[src/rtl/piso_rr_sched.sv]
// Two-requester round-robin arbiter sharing one MSB-first serializer with framing strobes.
// Define PISO_RR_SCHED_PARITY_EN to append an even-parity bit after each frame.
module piso_rr_sched #(
  parameter int WIDTH = 4
) (
  input  logic             clk,
  input  logic             rst_n,
  input  logic             req0_valid,
  input  logic [WIDTH-1:0] req0_data,
  output logic             req0_ready,
  input  logic             req1_valid,
  input  logic [WIDTH-1:0] req1_data,
  output logic             req1_ready,
  output logic             so,
  output logic             so_valid,
  output logic             frame_start,
  output logic             grant_id,
  output logic             busy
);

  localparam int CNT_W = $clog2(WIDTH);
  localparam logic [CNT_W-1:0] LAST_CNT = CNT_W'(WIDTH - 1);

  typedef enum logic [1:0] {
    ST_IDLE   = 2'd0,
`ifdef PISO_RR_SCHED_PARITY_EN
    ST_PARITY = 2'd2,
`endif
    ST_SHIFT  = 2'd1
  } state_t;

  state_t           r_state;
  state_t           w_state_nxt;
  // Holds the bits still to be sent after the one currently on so.
  logic [WIDTH-2:0] r_shreg;
  logic [CNT_W-1:0] r_bit_cnt;
  logic             r_rr_ptr;
  logic             r_grant_id;
  logic             r_so;
  logic             r_so_valid;
  logic             r_frame_start;
  logic             r_busy;
`ifdef PISO_RR_SCHED_PARITY_EN
  logic             r_parity;
`endif

  logic             w_gnt0;
  logic             w_gnt1;
  logic             w_hs;
  logic             w_last;
  logic             w_so_nxt;
  logic             w_fs_nxt;
  logic [WIDTH-1:0] w_hs_data;

  // Round-robin arbitration; ready is only offered from IDLE and never while in reset.
  always_comb begin
    w_gnt0 = 1'b0;
    w_gnt1 = 1'b0;
    if (rst_n && (r_state == ST_IDLE)) begin
      if (req0_valid && req1_valid) begin
        w_gnt0 = r_rr_ptr;
        w_gnt1 = ~r_rr_ptr;
      end else begin
        w_gnt0 = req0_valid;
        w_gnt1 = req1_valid;
      end
    end else begin
      w_gnt0 = 1'b0;
      w_gnt1 = 1'b0;
    end
  end

  assign req0_ready = w_gnt0;
  assign req1_ready = w_gnt1;
  assign w_hs       = w_gnt0 | w_gnt1;
  assign w_hs_data  = w_gnt1 ? req1_data : req0_data;
  assign w_last     = (r_bit_cnt == LAST_CNT);

  // Next state plus the serial bit and strobe to present in the following cycle.
  always_comb begin
    w_state_nxt = r_state;
    w_so_nxt    = 1'b0;
    w_fs_nxt    = 1'b0;
    case (r_state)
      ST_IDLE: begin
        if (w_hs) begin
          w_state_nxt = ST_SHIFT;
          w_so_nxt    = w_hs_data[WIDTH-1];
          w_fs_nxt    = 1'b1;
        end else begin
          w_state_nxt = ST_IDLE;
        end
      end
      ST_SHIFT: begin
        if (w_last) begin
`ifdef PISO_RR_SCHED_PARITY_EN
          w_state_nxt = ST_PARITY;
          w_so_nxt    = r_parity;
`else
          w_state_nxt = ST_IDLE;
`endif
        end else begin
          w_state_nxt = ST_SHIFT;
          w_so_nxt    = r_shreg[WIDTH-2];
        end
      end
`ifdef PISO_RR_SCHED_PARITY_EN
      ST_PARITY: begin
        w_state_nxt = ST_IDLE;
      end
`endif
      default: begin
        w_state_nxt = ST_IDLE;
      end
    endcase
  end

  // State, datapath and registered outputs.
  always_ff @(posedge clk or negedge rst_n) begin
    if (!rst_n) begin
      r_state       <= ST_IDLE;
      r_shreg       <= '0;
      r_bit_cnt     <= '0;
      r_rr_ptr      <= 1'b1;
      r_grant_id    <= 1'b0;
      r_so          <= 1'b0;
      r_so_valid    <= 1'b0;
      r_frame_start <= 1'b0;
      r_busy        <= 1'b0;
`ifdef PISO_RR_SCHED_PARITY_EN
      r_parity      <= 1'b0;
`endif
    end else begin
      r_state       <= w_state_nxt;
      r_so          <= w_so_nxt;
      r_so_valid    <= (w_state_nxt != ST_IDLE);
      r_busy        <= (w_state_nxt != ST_IDLE);
      r_frame_start <= w_fs_nxt;
      if (w_hs) begin
        r_shreg    <= w_hs_data[WIDTH-2:0];
        r_bit_cnt  <= '0;
        r_rr_ptr   <= w_gnt1;
        r_grant_id <= w_gnt1;
`ifdef PISO_RR_SCHED_PARITY_EN
        r_parity   <= ^w_hs_data;
`endif
      end else if (r_state == ST_SHIFT) begin
        r_shreg <= r_shreg << 1;
        if (!w_last) begin
          r_bit_cnt <= r_bit_cnt + CNT_W'(1);
        end
      end
    end
  end

  assign so          = r_so;
  assign so_valid    = r_so_valid;
  assign frame_start = r_frame_start;
  assign grant_id    = r_grant_id;
  assign busy        = r_busy;

endmodule

[config.mk]
export PLATFORM = sky130hd
export DESIGN_NAME = piso_rr_sched
export DESIGN_NICKNAME = d
export VERILOG_FILES = /design/src/rtl/piso_rr_sched.sv
export SDC_FILE = /design/constraint.sdc
export NUM_CORES = 1
export LEC_CHECK = 0
export CAP_MARGIN = 5
export CORE_AREA = 2 2 39 41
export CTS_CLUSTER_SIZE = 16
export DETAILED_ROUTE_END_ITERATION = 12
export DIE_AREA = 0 0 41 43
export PLACE_DENSITY = 0.7
export SYNTH_ARGS = -nofsm -noshare
export SYNTH_HDL_FRONTEND = slang
export SYNTH_SLANG_ARGS = --single-unit
[constraint.sdc]
create_clock -name clk -period 1.5 [get_ports clk]
set_input_delay 0.3 -clock clk [delete_from_list [all_inputs] [get_ports clk]]
set_output_delay 0.3 -clock clk [all_outputs]
set_load 0.05 [all_outputs]
---- After elaboration in Yosys (flattened, before gate mapping) ----
Index checks and enable logic that the tools add are counted.
storage, ports and cells
  flip-flop bits (word level) ............. 12
  input port bits ......................... 12
  word-level logic and storage cells ...... 38
operators by class
  add/sub/neg operators ................... 1
  eq/ne operators ......................... 3
  muxes and demuxes ....................... 18
  bitwise operators ....................... 2
  reductions and logical operators ........ 6
operator list
  kind                                                 count
  two-way mux 1 bit                                    10
  two-way mux 2 bit                                    3
  two-way mux 3 bit                                    2
  two-way mux 4 bit                                    1
  case mux 2 bit (2 select lines)                      1
  nonzero test 2 bit                                   2
  adder 2 x 1 -> 2 bit, second input constant          1
  equality test 2 x 1 -> 1 bit, second input constant  1
  equality test 2 bit, second input constant           1
  logical AND 1 bit                                    2
  zero test 2 bit                                      1
  != test 2 bit, second input constant                 1
  case mux 1 bit (2 select lines)                      1
  AND reduction 2 bit                                  1
  inverter 1 bit                                       1
  OR 1 bit                                             1

---- Logic depth before layout (Yosys ltp) ----
Gate-level depths: netlist of run 1.
  word-level depth ........................ 7
  depth in mapped cells ................... 4
  mapped depth without buffers ............ 4

---- Worst setup path before layout of run 1 ----
OpenSTA, ideal clock, no wires.
  path type ............................... register to output
  from .................................... register busy (netlist name)
  to ...................................... output port req0_ready
  data arrival time ....................... 1514 ps
  data required time ...................... 1200 ps
  slack ................................... -314 ps
  cell stages (with the launch flop) ...... 5
  path buffers ............................ 0
  cell sequence ........................... dfrtp_1 > nor2b_2 > o21ai_2 > inv_4 > and2_1
RTL lines
  element    RTL line  text
  to (decl)  10        output logic req0_ready,

==> out/qor.yml, run 1 <==
status:
  status: "finished, violations left"
  violations: "negative setup slack"
route:
  vias: 413
  drt_iter0_markers: 8
  wire_per_inst_um: 12.42
  drc: 0
  wl_um: 1105
  ant_nets: 0
  drt_pass1_iterations: 2
  via_per_inst: 4.640
floorplan:
  die_h_um: 43
  start_util_pct: 35.99
  io_pins: 19
  placementRows: 14
  die_x_um: 41
  core_um2: 1384
  dieArea_um2: 1763
timing:
  hold_viol_final: 0
  finalWorstPathRequiredPeriod_ns: 1.560
  holdWs_ns: 0.09098
  relSlewSlack_pct: 86.03
  rsz0062_at_grt: "true"
  setup_violations: 2
  fmax_ghz: 0.6411
  fin_ws_ns: -0.05990
  finalSetupTns_ns: -0.07658
  skew_ns: 0.003590
  tightestPinTransition_ns: 0.2095
  post-route-period-util_pct: 104.0
  finalMaxSlewViolations: 0
clock_tree:
  cts_buffers: 3
  htree_levels: 1
  cts_hold_buffers: 0
  cts.path.max_buffers: 2
  clockRootBuffer: "clkbuf_4"
  clkLatencyLatePin_ns: 0.27
  clk_pin_slew_ns: 0.07
  cts.sinks: 10
  cts_tree: "done"
worst_setup_path:
  slowest_stage: "dfrtp_2"
  reg2reg_setup_slack_ns: 0.14
  r2r_cells: 6
  arrival_ns: 1.26
  path_class: "register to output port"
  cp_cell_sequence: "nor2b_4, o21ai_4, inv_4, and2_4, buf_12"
  cp-end-kind: "output port"
  reg2reg_from: "busy$_DFF_PN0_"
  critPathLaunchType: "register"
  worst-path-buf-inv: 2
  crit_fanout: 4
  slowest_delay_ns: 0.43
  cp_top_family: "flip-flops"
  cp.required_ns: 1.20
  regToRegEndpoint: "grant_id$_DFFE_PN0P_"
yosys:
  synth_top_area_cell: "dfrtp_1"
  ys_ff_latch: 10
  synthesis.area_um2: 498.0
  syn-num-nets: 55
  yosysSeqAreaShare_pct: 50.50
  synth_top_area_share_pct: 45.23
  synth-warning-count: 0
  syn_inst: 42
  synth_cell_types: 20
  synthTopCellsByArea: "dfrtp_1 (45%), mux2i_1 (18%), dfstp_2 (5.3%)"
  syn_area_per_cell_um2: 11.86
placed_design:
  dp_hpwl_um: 809.8
  placed_area_um2: 803.3
  io_buffers: 18
  dp_cells: 80
  dp_slack_ns: -0.2407
  gp_congestion: 0.7219
final_layout:
  syn_to_final_growth_pct: 79.15
  instances_no_fill: 89
  stdcell_area_um2: 892.1
  antenna_cells: 0
  most-common-layout-cells: "buf_4 (11), mux2i_1 (9), dfrtp_1 (8), clkdlybuf4s50_1 (8), buf_12 (7)"
  fin_nets: 87
  layout_commonest_cell: "buf_4"
  drive_above_1_share_pct: 41.10
global_route:
  grt_use_total_pct: 16.75
  grt_max_degree: 11
  grt_antenna_before_repair: 0
  grt_first_pass_wirelength_um: 1835
  grt.overflow.total: 0
  grt_pass1_vias: 406
power:
  peakVddDrop_mv: 0.8206
  p_per_area_nw_per_um2: 1996
  p_leak_nw: 0.4439
flow_run:
  drv_cap: 0
worst_hold_path:
  hold_path_class: "input pin to async pin"
[flip-flops by register name, indices dropped and copies added, names as in the netlist]
name	cells
r_shreg	3
r_bit_cnt	2
busy	1
frame_start	1
grant_id	1
r_rr_ptr	1
so	1
[report_power, final]
group | internal [mW] | switching, mW
combinational | 0.541 | 0.507
clock | 0.147 | 0.100
sequential | 0.398 | 0.0876
[worst max-delay path by stage]
stage / start / end / slack, ns / cells past startpoint
final: busy$_DFF_PN0_ / req0_ready / -0.06 / 5
after global routing: busy$_DFF_PN0_ / req0_ready / -0.11 / 5
after CTS: r_rr_ptr$_DFFE_PN1P_ / req0_ready / -0.05 / 3
after detailed placement: req1_valid / req1_ready / -0.24 / 4
after global placement: req1_valid / req1_ready / -0.24 / 4
after floorplan: busy$_DFF_PN0_ / req0_ready / 0.0007 / 4
[per-layer routing]
layer  routed length, µm  vias up  track usage, %
met5                   0        -               0
met4                   0        0           10.00
li1                    -      203               -
met1                 438      196           20.33
met2                 628       14           24.06
met3                  39        0           6.283
[cell families after synthesis]
kind of cell    Yosys count  share of synthesized area [%]
compound gates            7                          9.549
fa+ha+maj                 1                          2.512
flops                    10                          50.50
xor+xnor                  1                          1.759
mux                       9                          18.09
buf+inv                   3                          5.026
simple gates             11                          12.56
[per-stage QoR]
stage / power (mW) / util [%]
after floorplan: 1.022 / -
after global placement: 1.442 / 58.05
after detailed placement: 1.465 / 58.05
after CTS: 1.771 / 63.38
after global routing: 1.891 / 64.47
final: 1.781 / 64.47
[cells in the mapped netlist]
| library cell | instances |
|---|---|
| nor2b_2 | 2 |
| nand2b_1 | 2 |
| buf_4 | 1 |
| inv_4 | 1 |
| and2_1 | 1 |
| nor2_1 | 1 |
| dfstp_2 | 1 |
| nand2_1 | 4 |
| dfrtp_1 | 9 |
| xnor2_1 | 1 |
| a21bo_1 | 1 |
| buf_6 | 1 |
| ha_1 | 1 |
| a21oi_1 | 2 |
| o21ai_2 | 1 |
| o21ai_1 | 1 |
| a21o_1 | 1 |
| and2b_1 | 1 |
| mux2i_1 | 9 |
| a31oi_1 | 1 |
[layout make-up]
cell class | count | area, µm²
fillers | 112 | 491.7
repair buffers | 29 | 329.1
flip-flops and latches | 10 | 252.7
multi-input cells | 29 | 247.7
clock buffers | 4 | 36.28
well taps | 16 | 20.02
inverters | 1 | 6.256
[what timing repair did]
item,in CTS,in global routing
resized for setup,7,0
pin swaps,2,0
buffers inserted,3,2
endpoints found under the hold margin,0,0
setup endpoints to repair,2,2
Power figures use the tool's default switching activity.
==> inputs of run 2 (changes only) <==
--- a/config.mk
+++ b/config.mk
@@ -5,7 +5,7 @@
 export SDC_FILE = /design/constraint.sdc
 export NUM_CORES = 1
 export LEC_CHECK = 0
-export CAP_MARGIN = 5
+export ABC_CLOCK_PERIOD_IN_PS = 1500
 export CORE_AREA = 2 2 39 41
 export CTS_CLUSTER_SIZE = 16
 export DETAILED_ROUTE_END_ITERATION = 12
==> results of run 2 <==
Final layout, timing and power as in run 1 (identical DEF).
